===== config.mk =====
export PLATFORM = sky130hd
export DESIGN_NAME = multi_tick_gen
export DESIGN_NICKNAME = d
export VERILOG_FILES = /design/src/rtl/tick_gen_pkg.sv /design/src/rtl/tick_div_ch.sv /design/src/rtl/multi_tick_gen.sv
export SDC_FILE = /design/constraint.sdc
export NUM_CORES = 1
export LEC_CHECK = 0
export ABC_CLOCK_PERIOD_IN_PS = 3550
export CORE_MARGIN = 2
export CORE_UTILIZATION = 57
export CTS_CLUSTER_DIAMETER = 80
export DETAILED_ROUTE_END_ITERATION = 8
export PLACE_DENSITY_LB_ADDON = 0.3
export SLEW_MARGIN = 40
export SYNTH_ARGS = -nofsm -noshare
export SYNTH_HDL_FRONTEND = slang
export SYNTH_SLANG_ARGS = --single-unit

===== constraint.sdc =====
create_clock -name clk_in -period 3.55 [get_ports clk_in]
set_input_delay 1.065 -clock clk_in [delete_from_list [all_inputs] [get_ports clk_in]]
set_output_delay 1.065 -clock clk_in [all_outputs]
set_load 0.02 [all_outputs]

===== src/rtl/tick_gen_pkg.sv =====
// tick_gen_pkg: shared rate arithmetic and limits for multi_tick_gen.
package tick_gen_pkg;

   localparam int MAX_CH = 16;

   function automatic int calc_prescale(input int clk_hz, input int base_hz);
      return clk_hz / base_hz;
   endfunction

   // One spare bit so PRESCALE-1 always fits, even at exact powers of two.
   function automatic int width_of(input int v);
      return $clog2(v) + 1;
   endfunction

endpackage


===== src/rtl/tick_div_ch.sv =====
// tick_div_ch: one divider channel counting base ticks, emitting a one-cycle tick.
// Square-wave toggle flop present only when MULTI_TICK_GEN_SQUARE_EN is defined.
module tick_div_ch
   import tick_gen_pkg::*;
#(
   parameter int DIV_WIDTH = 8
) (
   input  logic                 clk_in,
   input  logic                 reset,
   input  logic                 sync,
   input  logic                 base_tick,
   input  logic [DIV_WIDTH-1:0] div,
   output logic                 tick_out
`ifdef MULTI_TICK_GEN_SQUARE_EN
   ,
   output logic                 clk_out
`endif
);

   logic [DIV_WIDTH-1:0] r_cnt;
   logic                 r_tick;
   logic                 w_zero;
   logic                 w_wrap;
   logic                 w_fire;

   // ">=" rather than "==" so a ratio lowered below the current count wraps at once.
   assign w_zero = (div == '0);
   assign w_wrap = !w_zero && (r_cnt >= div - 1'b1);
   assign w_fire = base_tick && w_wrap;

   always_ff @(posedge clk_in) begin
      if (reset || sync) begin
         r_cnt  <= '0;
         r_tick <= 1'b0;
      end else begin
         r_tick <= w_fire;
         if (w_zero)
            r_cnt <= '0;
         else if (base_tick)
            r_cnt <= w_wrap ? '0 : r_cnt + 1'b1;
      end
   end

   assign tick_out = r_tick;

`ifdef MULTI_TICK_GEN_SQUARE_EN
   logic r_sq;

   always_ff @(posedge clk_in) begin
      if (reset || sync)
         r_sq <= 1'b0;
      else if (w_fire)
         r_sq <= ~r_sq;
   end

   assign clk_out = r_sq;
`endif

endmodule


===== src/rtl/multi_tick_gen.sv =====
// multi_tick_gen: shared prescaler feeding NUM_CH independent tick dividers.
// Define MULTI_TICK_GEN_SQUARE_EN to add the per-channel clk_out square waves.
module multi_tick_gen
   import tick_gen_pkg::*;
#(
   parameter int CLK_IN_RATE_HZ = 1_000_000,
   parameter int BASE_RATE_HZ   = 10,
   parameter int NUM_CH         = 2,
   parameter int DIV_WIDTH      = 8
) (
   input  logic                        clk_in,
   input  logic                        reset,
   input  logic                        enable,
   input  logic                        sync,
   input  logic [NUM_CH*DIV_WIDTH-1:0] div,
   output logic [NUM_CH-1:0]           tick_out
`ifdef MULTI_TICK_GEN_SQUARE_EN
   ,
   output logic [NUM_CH-1:0]           clk_out
`endif
);

   localparam int PRESCALE = calc_prescale(CLK_IN_RATE_HZ, BASE_RATE_HZ);
   localparam int PW       = width_of(PRESCALE);
   localparam logic [PW-1:0] PRE_LAST = PW'(PRESCALE - 1);

   logic [PW-1:0] r_pre;
   logic          w_base;

   assign w_base = enable && (r_pre == PRE_LAST);

   always_ff @(posedge clk_in) begin
      if (reset || sync)
         r_pre <= '0;
      else if (enable)
         r_pre <= (r_pre == PRE_LAST) ? '0 : r_pre + 1'b1;
   end

   // Channels never see enable directly: a frozen prescaler yields no base ticks.
   for (genvar i = 0; i < NUM_CH; i++) begin : g_ch
      tick_div_ch #(
         .DIV_WIDTH(DIV_WIDTH)
      ) u_ch (
         .clk_in   (clk_in),
         .reset    (reset),
         .sync     (sync),
         .base_tick(w_base),
         .div      (div[i*DIV_WIDTH +: DIV_WIDTH]),
         .tick_out (tick_out[i])
`ifdef MULTI_TICK_GEN_SQUARE_EN
         ,
         .clk_out  (clk_out[i])
`endif
      );
   end

endmodule


Word-level counts from Yosys, hierarchy flattened. Cells that the tools add are included.

Output and inout bits: 2. Input port bits: 20. Word-level logic and storage cells: 28. Register bits after elaboration: 36.

Mux-type cells: 3. Order comparisons: 2. Equal/unequal tests: 1. Reductions and logical operators: 12. Add/sub/neg operators: 5.

Operators with widths (count): $add 18x1->18 const B (1); $eq 18x17->1 const B (1); $mux 18 (1); $add 8x1->8 const B (2); $ge 8x8->1 (2); $logic_not 8->1 (2); $mux 8 (2); $sub 8x1->8 const B (2); $logic_and 1x1->1 (5); $reduce_or 2->1 (2); $logic_not 1->1 (2); $logic_or 1x1->1 (1).

Longest topological paths before layout. Gate-level depths: netlist of the first run.

Word-level depth: 4. Mapped depth: 11. Mapped depth without buffers: 10.

Cells and area by module. A second synthesis of the first run with hierarchy kept.

Cells, all modules: 259. Area, all modules: 2290.9 µm².

By module, submodules not included: tick_div_ch (area an instance 708.2 µm², cells each 80, seq. area each 180.2 µm², times used 2); multi_tick_gen (area an instance 874.6 µm², cells each 99, seq. area each 360.3 µm², times used 1).

Worst setup path before layout of the first run. No wires, ideal clock.

Path kind: input port to flip-flop. Start: input port div[2]. End: register g_ch[0].u_ch.r_cnt[5]. Arrival time: 3041 ps. Slack: 418 ps. Stages on the path: 10. Required time: 3459 ps. Library setup time: 91 ps. Path buffers: 1. Path through: nor4_1 -> nand2_1 -> xor2_1 -> ha_1 -> a21oi_1 -> o21ai_0 -> a21oi_1 -> clkbuf_1 -> a31oi_1 -> a311oi_1.

Word-level cells in the longest chain between the ends: 4. Elaborated cells on any way between the ends: 7. Classes of those cells: add/sub: 1; order compare: 1; mux: 1; reduce/logical: 4.

RTL lines: start, declared (line multi_tick_gen.sv:15) `input logic [NUM_CH*DIV_WIDTH-1:0] div,`; $sub 8x1->8 / $logic_not 8->1 (equally long branches) (line tick_div_ch.sv:28, tick_div_ch.sv:27); $ge 8x8->1 / $logic_not 1->1 (equally long branches) (line tick_div_ch.sv:28) `assign w_wrap = !w_zero && (r_cnt >= div - 1'b1);`; $logic_and 1x1->1 (line tick_div_ch.sv:28); $mux 8 (line tick_div_ch.sv:40) `r_cnt <= w_wrap ? '0 : r_cnt + 1'b1;`; end signal, assigned (line tick_div_ch.sv:40); end, declared (line tick_div_ch.sv:20) `logic [DIV_WIDTH-1:0] r_cnt;`.

Several ways; a longest one is shown, not always the timed one. A chain may end at the register's enable or synchronous reset.

Final worst setup path of the first run.
Start: input port div[10]. End: register g_ch[1].u_ch.r_cnt[5].

Word-level cells in the longest chain between the ends: 4. Elaborated cells on any way between the ends: 7. Classes of those cells: add/sub: 1; order compare: 1; mux: 1; reduce/logical: 4.

RTL lines (line): $sub 8x1->8 / $logic_not 8->1 (equally long branches) (tick_div_ch.sv:28, tick_div_ch.sv:27); $ge 8x8->1 / $logic_not 1->1 (equally long branches) (tick_div_ch.sv:28); $logic_and 1x1->1 (tick_div_ch.sv:28); $mux 8 (tick_div_ch.sv:40); end signal, assigned (tick_div_ch.sv:40); end, declared (tick_div_ch.sv:20).

Several ways; a longest one is shown, not always the timed one.

==> results.sh, run 1 <==
export IMPL_status="finished, final reports clean"
export IMPL_seq_area_um2=720.7
export IMPL_cts_max_level=2
export IMPL_cts_hold_buf=0
export IMPL_drv_cap=0
export IMPL_async_flop_share_pct=0
export IMPL_syn_cell_area_um2=2391
export IMPL_endpoint_kind="flip-flop"
export IMPL_synth_top_area_share_pct=30.14
export IMPL_port_buffers=21
export IMPL_critPathKind="input port to flip-flop"
export IMPL_synth_flop_cell="dfxtp_1"
export IMPL_synth_distinct_cells=46
export IMPL_timing_fmax_mhz=306.2
export IMPL_grt_usage_pct=23.54
export IMPL_grt_pass1_vias=1953
export IMPL_fillers=320
export IMPL_period_share_pct=92.01
export IMPL_synth_cells=290
export IMPL_syn2layout_area_growth_pct=16.33
export IMPL_startpoint_type="input port"
export IMPL_place_congestion=0.8444
export IMPL_synth_edf_count=0
export IMPL_yosysTopAreaCell="dfxtp_1"
export IMPL_clock_latency_ns=0.29
export IMPL_rsz0062_at_grt="no"
export IMPL_clock_sinks=36
export IMPL_dpl_cell_count=363
export IMPL_numCtsBuffers=5
export IMPL_fin_skew_ns=0.001897
export IMPL_fin_crit_ns=3.266
export IMPL_power_density_nw_per_um2=304.0
export IMPL_io_pins=22
export IMPL_cp_arrival_ns=3.49
export IMPL_setup_viol=0
export IMPL_vdd_drop_max_uv=293.3
export IMPL_instances_no_fill=371
export IMPL_synth_area_per_cell_um2=8.245
export IMPL_clk_path_buf_depth=2
export IMPL_grt_max_degree=19
export IMPL_timing_final_hold_violations=0
export IMPL_multi_input_area_um2=1560
export IMPL_mostFrequentLayoutCell="dfxtp_1"
export IMPL_seq_area_frac_synth_pct=30.14
export IMPL_die_area_um2=4729
export IMPL_clkPwrFrac_pct=42.6
export IMPL_ys_warn_count=0
export IMPL_dieHeight_um=68.77
export IMPL_design_area_um2=2781
export IMPL_cts_setup_buffers=0
export IMPL_setup_tns_ns=0
export IMPL_sw_frac_of_total_pct=22.63
export IMPL_layout_common_cells="dfxtp_1 (36), nand2_1 (31), nor2_1 (28)"
export IMPL_combPwrFrac_pct=9.5
export IMPL_p_total_mw=0.8455
export IMPL_clkTransAtPathRegs_ns=0.07
export IMPL_wire_per_inst_um=13.38
export IMPL_via_count=2154
export IMPL_placed_cell_area_um2=2674
export IMPL_timing_hold_ws_ns=0.4877
export IMPL_rows=23
export IMPL_syn_nets=333
export IMPL_wl_um=4963
export IMPL_pwr_share_seq_pct=47.9
export IMPL_drtIter0Drc=151
export IMPL_antenna_found_initial=0
export IMPL_p_leak_nw=1.003
export IMPL_maxSlewViolCount=0
export IMPL_dp_hpwl_um=3712
export IMPL_crit_path_max_fanout=10
export IMPL_ys_seq_elements=36
export IMPL_post_cts_resized=0
export IMPL_via_per_inst=5.806
export IMPL_cts_root_buf="clkbuf_8"
export IMPL_crit_required_ns=3.77
export IMPL_power_switching_mw=0.1913
export IMPL_die_w_um=68.77
export IMPL_final_nets=363
export IMPL_tritoncts="done"
export IMPL_core_region_area_um2=4029
export IMPL_n_antenna_cell=0
export IMPL_start_util_pct=59.35
export IMPL_timing_slew_headroom_pct=68.26
export IMPL_grt_overflow=0
export IMPL_dr_pass1_iters=4
export IMPL_layout_drive_gt1_share_pct=7.165
export IMPL_hold_path_class="flip-flop to flip-flop"
export IMPL_detail_route_antenna_nets=0
export IMPL_drcViolationCount=0
export IMPL_grt_pass1_wl_um=8335
export IMPL_tightest_slew_ns=0.4724
export IMPL_synth_area_leaders="dfxtp_1 (30%), ha_1 (12%), xnor2_1 (5.5%)"
export IMPL_internal_power_mw=0.6542
==> cell families after synthesis <==
group                      count (synthesis)  synth area share [%]
and+or+nand+nor                          138                 29.57
buffers and inverters                     20                 4.604
muxes                                      1                0.4186
xor gates and xnor gates                  29                 10.62
adders and majority gates                 23                 12.04
AOI/OAI and AO/OA                         43                 12.61
DFF                                       36                 30.14
==> final timing paths <==
path | slack, ns | start | end | depth (start not counted)
max | 0.28 | div[10] | g_ch[1].u_ch.r_cnt[5] | 10
min | 0.49 | g_ch[1].u_ch.r_cnt[7] | g_ch[1].u_ch.r_cnt[7] | 2
max reg2reg | 1.53 | r_pre[5] | g_ch[0].u_ch.r_cnt[6] | 6
min reg2reg | 0.49 | g_ch[1].u_ch.r_cnt[7] | g_ch[1].u_ch.r_cnt[7] | 2
==> flip-flops by register name (all words and copies together) (netlist names) <==
signal and cells:
r_pre 18, g_ch.u_ch.tick_out 2, g_ch.u_ch.r_cnt 16
==> power by group through the flow <==
stage / logic [mW] / clock network, mW / registers, mW
2_1_floorplan: 0.0398 / 0 / 0.414
3_3_place_gp: 0.0777 / 0 / 0.414
3_5_place_dp: 0.0803 / 0 / 0.414
4_1_cts: 0.0806 / 0.366 / 0.405
5_1_grt: 0.0894 / 0.382 / 0.405
6_report: 0.0804 / 0.360 / 0.405
==> metrics by stage <==
step / util [%] / setup WS [ns]
final: 69.04 / 0.2838
after global placement: 66.37 / 0.1145
after CTS: 69.04 / 0.3006
after floorplan: - / 0.4177
after global routing: 69.04 / 0.08191
after detailed placement: 66.37 / 0.0006430
==> metal layers <==
layer	track usage [%]	vias up	routed length, um
met5	0	-	0
met4	10.54	0	95
met3	4.870	10	151
met2	39.06	40	2360
met1	29.33	1007	2356
li1	-	1097	-
==> synth_stat cells, drive strengths merged, types with 3 or more instances <==
master and count:
nor2b 5, a211oi 3, and4 5, nand2 32, a31oi 5, ha 23, a21oi 15, and3 6
nor3 13, nand3 19, nor4 6, buf 7, or3 3, o211ai 5, xnor2 15, inv 12
dfxtp 36, xor2 14, and2 5, nand4 6, nor2 28
==> critical path, cell delays in order <==
cell	delay (ns)
clkdlybuf4s50_1	0.47
nor3_1	0.30
nor3b_1	0.27
xnor2_1	0.16
ha_1	0.24
and3_1	0.22
a211oi_2	0.26
buf_4	0.21
o2111ai_1	0.13
a31oi_1	0.17
==> final cells by class <==
cell class / instances / area share, %
multi-input combinational: 234 / 56.10
clock inverter: 2 / 1.260
timing repair buffer: 31 / 10.26
inverter: 12 / 1.619
tap: 50 / 2.249
sequential: 36 / 25.91
clock buffer: 6 / 2.609
Note: power is estimated with default switching activity, not from simulation.
==> inputs of run 2 (changes only) <==
--- a/config.mk
+++ b/config.mk
@@ -5,13 +5,13 @@
 export SDC_FILE = /design/constraint.sdc
 export NUM_CORES = 1
 export LEC_CHECK = 0
-export ABC_CLOCK_PERIOD_IN_PS = 3550
+export ABC_CLOCK_PERIOD_IN_PS = 3050
 export CORE_MARGIN = 2
 export CORE_UTILIZATION = 57
 export CTS_CLUSTER_DIAMETER = 80
 export DETAILED_ROUTE_END_ITERATION = 8
 export PLACE_DENSITY_LB_ADDON = 0.3
-export SLEW_MARGIN = 40
+export SLEW_MARGIN = 25
 export SYNTH_ARGS = -nofsm -noshare
 export SYNTH_HDL_FRONTEND = slang
 export SYNTH_SLANG_ARGS = --single-unit
==> constraint.sdc (replaced) <==
create_clock -name clk_in -period 3.05 [get_ports clk_in]
set_input_delay 0.915 -clock clk_in [delete_from_list [all_inputs] [get_ports clk_in]]
set_output_delay 0.915 -clock clk_in [all_outputs]
set_load 0.02 [all_outputs]
==> results.sh, run 2 (synthesized netlist as in run 1, its figures left out) <==
export IMPL_status="finished, final reports clean"
export IMPL_timing_hold_ws_ns=0.4991
export IMPL_cp_arrival_ns=3.19
export IMPL_maxSlewViolCount=0
export IMPL_antenna_found_initial=0
export IMPL_final_nets=387
export IMPL_vdd_drop_max_uv=248.5
export IMPL_timing_fmax_mhz=336.6
export IMPL_dp_hpwl_um=3691
export IMPL_critPathKind="input port to flip-flop"
export IMPL_fin_crit_ns=2.971
export IMPL_period_share_pct=97.42
export IMPL_final_util_pct=75.87
export IMPL_fillers=284
export IMPL_grt_usage_pct=23.04
export IMPL_numCtsBuffers=5
export IMPL_grt_pass1_wl_um=8217
export IMPL_timing_slew_headroom_pct=66.55
export IMPL_hold_path_class="flip-flop to flip-flop"
export IMPL_port_buffers=21
export IMPL_multi_input_area_um2=1645
export IMPL_clock_sinks=36
export IMPL_power_density_nw_per_um2=308.6
export IMPL_layout_drive_gt1_share_pct=18.55
export IMPL_grt_overflow=0
export IMPL_dieHeight_um=68.77
export IMPL_setup_viol=0
export IMPL_cts_root_buf="clkbuf_8"
export IMPL_wl_um=5538
export IMPL_die_area_um2=4729
export IMPL_endpoint_kind="flip-flop"
export IMPL_detail_route_antenna_nets=0
export IMPL_syn2layout_area_growth_pct=27.84
export IMPL_startpoint_type="input port"
export IMPL_tightest_slew_ns=0.5018
export IMPL_die_w_um=68.77
export IMPL_io_pins=22
export IMPL_fin_skew_ns=0.01038
export IMPL_mostFrequentLayoutCell="dfxtp_1"
export IMPL_via_per_inst=5.646
export IMPL_timing_final_hold_violations=0
export IMPL_grt_max_degree=19
export IMPL_layout_common_cells="dfxtp_1 (36), nand2_1 (31), buf_4 (31)"
export IMPL_crit_required_ns=3.27
export IMPL_dr_pass1_iters=4
export IMPL_drcViolationCount=0
export IMPL_rows=23
export IMPL_p_leak_nw=1.214
export IMPL_grt_pass1_vias=1949
export IMPL_start_util_pct=59.35
export IMPL_tritoncts="done"
export IMPL_drtIter0Drc=150
export IMPL_cts_max_level=2
export IMPL_wire_per_inst_um=14.02
export IMPL_place_congestion=0.8603
export IMPL_drv_cap=0
export IMPL_seq_area_um2=720.7
export IMPL_clock_latency_ns=0.29
export IMPL_core_region_area_um2=4029
export IMPL_via_count=2230
export IMPL_largest_register_ffs=18
export IMPL_regMostFlops="r_pre"
export IMPL_clk_path_buf_depth=2
export IMPL_clkTransAtPathRegs_ns=0.07
export IMPL_n_antenna_cell=0
export IMPL_crit_path_max_fanout=5
## run 2: cell types whose count changed in the layout (fill, tap and decap cells not counted), sizes merged
cell           change
clkinv             -1
bufinv             -1
clkdlybuf4s50     -10
clkbuf             +1
buf               +24
dlymetal6s2s      +10
clkinvlp           +1
## run 2: cell type report
type | instances | share of cell area, %
clock buffers | 7 | 2.824
clock inverters | 1 | 0.2456
inverters | 12 | 1.474
multi-input cells | 234 | 53.83
flip-flops and latches | 36 | 23.58
well taps | 50 | 2.047
repair buffers | 55 | 16.00
## run 2: critical path: stages
cell	delay, ns
clkdlybuf4s50_1	0.48
nor4_2	0.21
buf_4	0.17
nand2_1	0.06
xor2_1	0.17
ha_1	0.32
and3_4	0.17
a211oi_2	0.25
buf_4	0.18
o211ai_1	0.12
a21oi_1	0.15
## run 2: power breakdown
part           internal (mW)  leakage, nW  switching [mW]
Sequential             0.471        0.290        0.000714
Clock                  0.183       0.0445           0.166
Combinational         0.0654        0.879          0.0568
Total                  0.720         1.21           0.224
## run 2: stage by stage
step                      setup slack (ns)  std cells  setup TNS [ns]  total power [mW]  area, um2
after floorplan                    0.06766        290               0            0.5284       2391
after global placement             -0.2046        381          -2.743            0.5884       2809
after detailed placement           -0.2634        381          -3.261            0.5916       2809
after CTS                          0.03041        389               0            0.9383       2903
after global routing              -0.04518        395         -0.1027            0.9777       3057
final                              0.07877        395               0            0.9432       3057
## run 2: worst paths after layout
| path | from | endpoint | slack, ns | cells after the start |
|---|---|---|---|---|
| setup / recovery | div[10] | g_ch[1].u_ch.r_cnt[6] | 0.08 | 11 |
| hold / removal | g_ch[1].u_ch.r_cnt[0] | g_ch[1].u_ch.r_cnt[0] | 0.50 | 2 |
| setup reg to reg | r_pre[5] | r_pre[7] | 0.92 | 5 |
| hold reg to reg | g_ch[1].u_ch.r_cnt[0] | g_ch[1].u_ch.r_cnt[0] | 0.50 | 2 |
## run 2: routing by layer
layer  vias up  track usage, %  wire [um]
met5         -               0          0
met4         0           8.578         79
met3         8           5.032        227
met2        46           39.66       2642
met1      1027           28.06       2589
li1       1149               -          -
## run 2: what timing repair did
item	CTS	global route
buffers inserted	0	3
setup endpoints to repair	0	17
resized for setup	0	35
hold buffers	0	0
hold endpoints to repair	0	0
